===== config.mk =====
export PLATFORM = sky130hd
export DESIGN_NAME = dht_sensor_ctrl
export DESIGN_NICKNAME = d
export VERILOG_FILES = /design/src/rtl/dht_sensor_ctrl.sv
export SDC_FILE = /design/constraint.sdc
export NUM_CORES = 1
export LEC_CHECK = 0
export CORE_ASPECT_RATIO = 1.2
export CORE_MARGIN = 2
export CORE_UTILIZATION = 37
export DETAILED_ROUTE_END_ITERATION = 8
export PLACE_DENSITY = 0.65
export SLEW_MARGIN = 0
export SYNTH_ARGS = -nofsm -noshare
export SYNTH_HDL_FRONTEND = slang
export SYNTH_SLANG_ARGS = --single-unit
export TNS_END_PERCENT = 10

===== constraint.sdc =====
create_clock -name clk -period 5 [get_ports clk]
set_input_delay 1 -clock clk [delete_from_list [all_inputs] [get_ports clk]]
set_output_delay 1 -clock clk [all_outputs]
set_load 0.01 [all_outputs]

===== src/rtl/dht_sensor_ctrl.sv =====
// dht_sensor_ctrl: DHT11/DHT22 single-wire transaction controller with checksum, timeout and auto-poll
module dht_sensor_ctrl #(
  parameter int CLK_FREQ_HZ    = 25000000,
  parameter int MODE           = 0,
  parameter int START_LOW_US   = 18000,
  parameter int TIMEOUT_US     = 200,
  parameter int BIT_THRESH_US  = 50,
  parameter int AUTO_PERIOD_MS = 0
) (
  input  logic        clk,
  input  logic        rst,
  input  logic        start,
  input  logic        dht_in,
  output logic        dht_drive_low,
  output logic        busy,
  output logic        done,
  output logic        data_valid,
  output logic [15:0] humidity,
  output logic [15:0] temperature,
  output logic [39:0] raw,
  output logic        chk_err,
  output logic        timeout_err
);
  localparam int DIV = CLK_FREQ_HZ / 1000000;
  localparam int AUTO_US = AUTO_PERIOD_MS * 1000;
  localparam logic [3:0] S_IDLE  = 4'd0, S_START = 4'd1, S_REL   = 4'd2,
                         S_RLOW  = 4'd3, S_RHIGH = 4'd4, S_BLOW  = 4'd5,
                         S_BHIGH = 4'd6, S_CHECK = 4'd7, S_DONE  = 4'd8;
  logic [3:0] state, nxt;
  logic [31:0] pre, cnt;
  logic s1, s2, tick, to, go, bad;
  logic [5:0] idx;
  logic [39:0] frame;
  logic [7:0] sum;
  logic [15:0] mag;
  assign tick = pre == 32'(DIV - 1);
  assign to = tick && cnt == 32'(TIMEOUT_US - 1);
  assign go = start || (AUTO_PERIOD_MS != 0 && tick && cnt == 32'(AUTO_US - 1));
  assign sum = frame[39:32] + frame[31:24] + frame[23:16] + frame[15:8];
  assign bad = sum != frame[7:0];
  assign mag = {1'b0, frame[22:16], frame[15:8]};
  assign dht_drive_low = state == S_START;
  assign busy = state != S_IDLE;
  assign done = state == S_DONE;
  assign data_valid = done && !chk_err && !timeout_err;
  always_comb begin
    nxt = state;
    case (state)
      S_IDLE:  nxt = go ? S_START : state;
      S_START: nxt = (tick && cnt == 32'(START_LOW_US - 1)) ? S_REL : state;
      S_REL:   nxt = to ? S_DONE : !s2 ? S_RLOW : state;
      S_RLOW:  nxt = to ? S_DONE : s2 ? S_RHIGH : state;
      S_RHIGH: nxt = to ? S_DONE : !s2 ? S_BLOW : state;
      S_BLOW:  nxt = to ? S_DONE : s2 ? S_BHIGH : state;
      S_BHIGH: nxt = to ? S_DONE : s2 ? state : (idx == 6'd39) ? S_CHECK : S_BLOW;
      S_CHECK: nxt = S_DONE;
      default: nxt = S_IDLE;
    endcase
  end
  always_ff @(posedge clk) begin
    if (rst) begin
      state <= S_IDLE;
      pre <= '0;
      cnt <= '0;
      s1 <= 1'b1;
      s2 <= 1'b1;
      idx <= '0;
      frame <= '0;
      raw <= '0;
      humidity <= '0;
      temperature <= '0;
      chk_err <= 1'b0;
      timeout_err <= 1'b0;
    end else begin
      // our own start pulse is known to hold the line low; keep it out of RELEASE
      s1 <= dht_drive_low | dht_in;
      s2 <= s1;
      state <= nxt;
      pre <= (nxt != state || tick) ? '0 : pre + 1;
      cnt <= (nxt != state) ? '0 : tick ? cnt + 1 : cnt;
      if (state == S_IDLE && go) begin
        chk_err <= 1'b0;
        timeout_err <= 1'b0;
      end
      if (nxt == S_DONE && state != S_CHECK) timeout_err <= 1'b1;
      if (state == S_RHIGH) idx <= '0;
      if (state == S_BHIGH && (nxt == S_BLOW || nxt == S_CHECK)) begin
        frame <= {frame[38:0], cnt > 32'(BIT_THRESH_US)};
        idx <= idx + 1;
      end
      if (state == S_CHECK) begin
        raw <= frame;
        chk_err <= bad;
        if (!bad) begin
          humidity <= (MODE != 0) ? frame[39:24] : {8'd0, frame[39:32]};
          temperature <= (MODE != 0) ? (frame[23] ? -mag : mag) : {8'd0, frame[23:16]};
        end
      end
    end
  end
endmodule


* Yosys cells after proc, flatten, opt, wreduce, memory -nomap -nowiden
Index checks and enable logic that the tools add are counted.
Storage, ports and cells: register bits after elaboration 174, output and inout bits 78, input bits 4, logic and storage cells 77
Operators by class: multiplexer cells 19, bitwise logic cells 2, equal/unequal tests 18, reduce and logical (&&, ||, !) cells 19, order comparisons 1, $add $sub $neg 6
Operators with widths (count):
- $add 32x1->32 const B | 2
- $mux 4 | 12
- $eq 32x15->1 const B | 1
- $eq 32x5->1 const B | 1
- $eq 32x8->1 const B | 1
- $gt 32x6->1 const B | 1
- $pmux 4 s8 | 1
- $add 8x8->8 | 3
- $eq 4x3->1 const B | 6
- $mux 6 | 2
- $eq 4x2->1 const B | 2
- $eq 4x4->1 const B | 2
- $ne 8x8->1 | 1
- $logic_and 1x1->1 | 7
- $add 6x1->6 const B | 1
- $eq 6x6->1 const B | 1
- $reduce_bool 2->1 | 3
- $eq 4x1->1 const B | 1
- $logic_not 4->1 | 1
- $ne 4x3->1 const B | 1
- $ne 4x4->1 | 1
- $reduce_bool 4->1 | 1
- $reduce_or 2->1 | 2
- $mux 1 | 3
- other kinds (6) | 8

* Depth between registers and ports, before layout
depth in word-level cells 9, gate-level depth with buffers 14, gate-level depth less buffers 12

* Worst setup path before layout
No wires, ideal clock.
path type register to register, start point reg frame[9], end point reg humidity[5], required time 4.928 ns, cell stages (with the launch flop) 15, library setup time 0.072 ns, period minus slack after synthesis 3.789 ns, path buffers 2, data arrival time 3.718 ns, path slack 1.211 ns, path through dfxtp_1 fa_1 inv_1 fa_1 inv_1 ha_1 fa_1 a21o_1 a21oi_1 o21ai_0 xnor2_1 nor4_1 clkbuf_1 buf_2 mux2i_1
Between the ends: word-level cells in the longest chain between the ends 4
RTL lines:
- from (decl) | RTL line 33 | logic [39:0] frame;
- from (signal assigned) | RTL line 88 | frame <= {frame[38:0], cnt > 32'(BIT_THRESH_US)};
- $add 8x8->8 | RTL line 39 | assign sum = frame[39:32] + frame[31:24] + frame[23:16] + frame[15:8];
- $ne 8x8->1 | RTL line 40 | assign bad = sum != frame[7:0];
- $not 1->1 (no source line)
- $reduce_and 2->1 (no source line)
- to (signal assigned) | RTL line 95 | humidity <= (MODE != 0) ? frame[39:24] : {8'd0, frame[39:32]};
- to (decl) | RTL line 18 | output logic [15:0] humidity,
No other way between the ends. A chain may end at the register's enable or synchronous reset.

* Worst setup path in the final report
start point reg frame[9], end point reg humidity[0]
Same word-level chain as after synthesis.

==> PnR_summary.wiki <==
{| class="wikitable"
! Metric !! Value
|-
| Setup repair after global routing missed its margin || false
|-
| Count of mapped cells out of synthesis || approximately 930
|-
| Pin slew with the least headroom to its limit || between 0.9 and 1 ns
|-
| Reg-to-Reg End || humidity[0]
|-
| Largest net degree at the start of global routing || 70
|-
| Min Tclk post-route || 3.59 ns
|-
| Sort of element at the end of the critical path || flip-flop
|-
| Slew Limit Headroom || 0.381
|-
| Sort of element at the start of the critical path || flip-flop
|-
| Capture point of the worst path || humidity[0]
|-
| Hold Crit Depth || 1
|-
| PortBufs || 65
|-
| RD Place Congestion || 0.798
|-
| Antenna violations before repair || 0
|-
| Count of flip-flops with a built-in enable after synthesis || 0
|-
| Portion of the clock cycle consumed by the worst path in the final layout || 0.718
|-
| Site row count || 59
|-
| Final std cell area, no fill || 9410 um^2
|-
| Die Wd || 139 um
|-
| IR drop worst, VDD || 0.239 mV
|-
| Antenna diode instance count || 0
|-
| Max Buffers Root-to-Sink || 2
|-
| Routed wire length per instance || 14.3 um
|-
| Initial Utilization || 0.374
|-
| Proportion of layout cells with a drive suffix above 1 || 0.0580
|-
| Post-synthesis instance area || 8070 um^2
|-
| Area post-placement || 8840 um^2
|-
| Kind of critical path || flip-flop to flip-flop
|-
| Average footprint of a synthesized cell || 8.70 um^2
|-
| Hold-fix buffers, CTS || 0
|-
| Count of unresolved DRC violations after routing || 0
|-
| Count of vias placed by the detailed router || 6326
|-
| Setup Buffers After CTS || 0
|-
| Final layout net count || 1000
|-
| Launch point of the worst path || frame[9]
|-
| Final hold violation count || 0
|-
| Clock Latency Late Sink || 0.43 ns
|-
| Setup_tns || 0 ns
|-
| Overall track demand over capacity in global routing || 0.159
|-
| Library cell used as clock root buffer || clkbuf_16
|-
| FF+latch count, synth || 174
|-
| Via count normalized by instance count || ~5.0
|-
| Setup slack after layout || 1.41 ns
|-
| Core Box Area || 21600 um^2
|-
| Post-synth cell types || slightly above 60
|-
| Length in cells of the worst reg-to-reg path || 13
|-
| Number of clock sinks || 174
|-
| First-pass GRT wire length || 30.2 mm
|-
| Share of synthesized area occupied by flip-flops and latches || 0.432
|-
| GRT overflow || 0
|-
| Post_cts resized || 0
|-
| CP Max Fanout || 17
|-
| Result of the run || finished, final reports clean
|-
| WP data required || 5.35 ns
|-
| TritonCTS clock tree || done
|-
| Setup slack of the most critical reg-to-reg path || 1.41 ns
|-
| CTS Buf Count || 17
|-
| Count of maximum capacitance violations || 0
|-
| Placed wire-length estimate after detailed placement || approximately 12 mm
|-
| Final worst hold slack || 0.444 ns
|-
| Total design power || 0.00277 W
|-
| Drt total wl || 17.9 mm
|-
| Initial detailed-routing violation count || 321
|-
| I/O pin cnt || 82
|-
| Vias in the first global route || between 6000 and 7000
|-
| Number of setup violations in the final report || 0
|-
| Pwr dens || 294 nW/um^2
|-
| Critical path data arrival time || 3.95 ns
|-
| Ys async rst share || 0
|-
| Fmax || 278 MHz
|-
| Number of detailed-routing iterations run before antenna repair || 4
|-
| CTS H-tree depth || 4
|-
| Number of warnings printed during yosys synthesis || 0
|-
| Worst min-delay path class || flip-flop to flip-flop
|-
| Most used flip-flop cell after synthesis || dfxtp_1
|-
| Area growth from synthesis to layout || 16.7%
|-
| Final Slew Violations || 0
|-
| Static Leak || 3.26 nW
|-
| Post-Place Worst Slack || about 1.4 ns
|-
| Worst clock skew || 0.0104 ns
|-
| Worst reg2reg startpoint || frame[9]
|-
| Die area || approximately 23000 um^2
|-
| Die Y-Extent || 166 um
|-
| Clock slew at reported path FFs || 0.07 ns
|-
| Post-route ant nets || 0
|}
==> placed cells by master (no fill, tap or decap), types with 5 or more instances in the layout <==
cell type        count
dfxtp_1            174
nand2_1            152
nor2_1              83
a21oi_1             68
clkdlybuf4s50_1     64
xor2_1              49
nand3_1             46
mux2i_1             40
xnor2_1             29
nand4_1             26
inv_1               24
o21ai_0             21
clkbuf_16           17
nor4_1              16
conb_1              16
nor3_1              14
fa_1                14
and3_1              13
ha_1                12
buf_4                9
nor3b_1              8
nor2b_1              5
==> flip-flops by register name, summed over array words and instances (netlist names) <==
register	flops
s2	1
humidity	8
s1	1
raw	40
pre	32
temperature	8
frame	40
timeout_err	1
idx	6
state	4
chk_err	1
cnt	32
==> worst min-delay path by stage <==
| stage | start | to | slack [ns] |
|---|---|---|---|
| detailed placement | s1 | s2 | 0.40 |
| finish | s1 | s2 | 0.44 |
| global placement | s1 | s2 | 0.39 |
| global route | s1 | s2 | 0.48 |
| CTS | s1 | s2 | 0.45 |
| floorplan | s1 | s2 | 0.39 |
==> area by class of cell <==
| class | instances | area, um^2 |
|---|---|---|
| Multi-Input combinational cell | 678 | 4210 |
| Inverter | 25 | 93.8 |
| Tap cell | 274 | 343 |
| Clock buffer | 18 | 439 |
| Sequential cell | 174 | 3480 |
| Timing Repair Buffer | 74 | 713 |
| Fill cell | 2121 | 12100 |
| Clock inverter | 13 | 130 |
==> cell families (layout without fill, tap and decap cells) <==
family,count (synthesis),after routing,share of synthesized area
AOI/OAI and AO/OA,118,118,0.0847
and+or+nand+nor,400,400,0.240
adders and majority gates,26,26,0.0534
other,1,16,0.000465
muxes,40,40,0.0496
xor gates and xnor gates,78,78,0.0847
buffers and inverters,90,130,0.0557
DFF,174,174,0.432
==> worst max-delay path: stages, from the launching register on <==
cell	delay, ns
dfxtp_1	0.35
fa_1	0.53
inv_1	0.05
fa_1	0.49
inv_1	0.04
ha_1	0.22
fa_1	0.40
a21o_1	0.17
a21oi_1	0.20
o21ai_0	0.14
xnor2_1	0.15
nor4_2	0.21
buf_4	0.34
mux2i_1	0.22
==> report_power, final <==
group          internal, W  switching (W)
registers          0.00139     0.00000671
logic            0.0000187      0.0000659
clock network     0.000709       0.000579
==> per-layer routing <==
layer  wire length (um)  part of all wire  track usage
met1               8170              0.46        0.196
met2               8870              0.49        0.278
met3                536             0.030       0.0314
met4                346             0.019       0.0531
met5                  0                 0            0
==> per-stage QoR <==
stage               instances   util
floorplan                 942      -
global placement         1225  0.410
detailed placement       1225  0.410
CTS                      1256  0.437
global route             1256  0.437
finish                   1256  0.437
==> cells in the mapped netlist (3+ instances only) <==
master	count	area (um^2)
a21o_1	3	22.5
a21oi_1	68	340
and2_1	4	25.0
and3_1	13	81.3
and4_1	4	35.0
buf_4	23	173
buf_6	3	33.8
clkbuf_1	37	139
dfxtp_1	174	3480
fa_1	14	280
ha_1	12	150
inv_1	24	90.1
mux2i_1	40	400
nand2_1	152	571
nand3_1	47	235
nand4_1	26	163
nor2_1	84	315
nor2b_1	5	31.3
nor3_1	14	70.1
nor3b_1	8	60.1
nor4_1	17	106
nor4b_1	4	35.0
o211ai_1	4	30.0
o21ai_0	21	105
or4_1	4	30.0
xnor2_1	29	254
xor2_1	49	429
(Power assumes the default switching activity.)
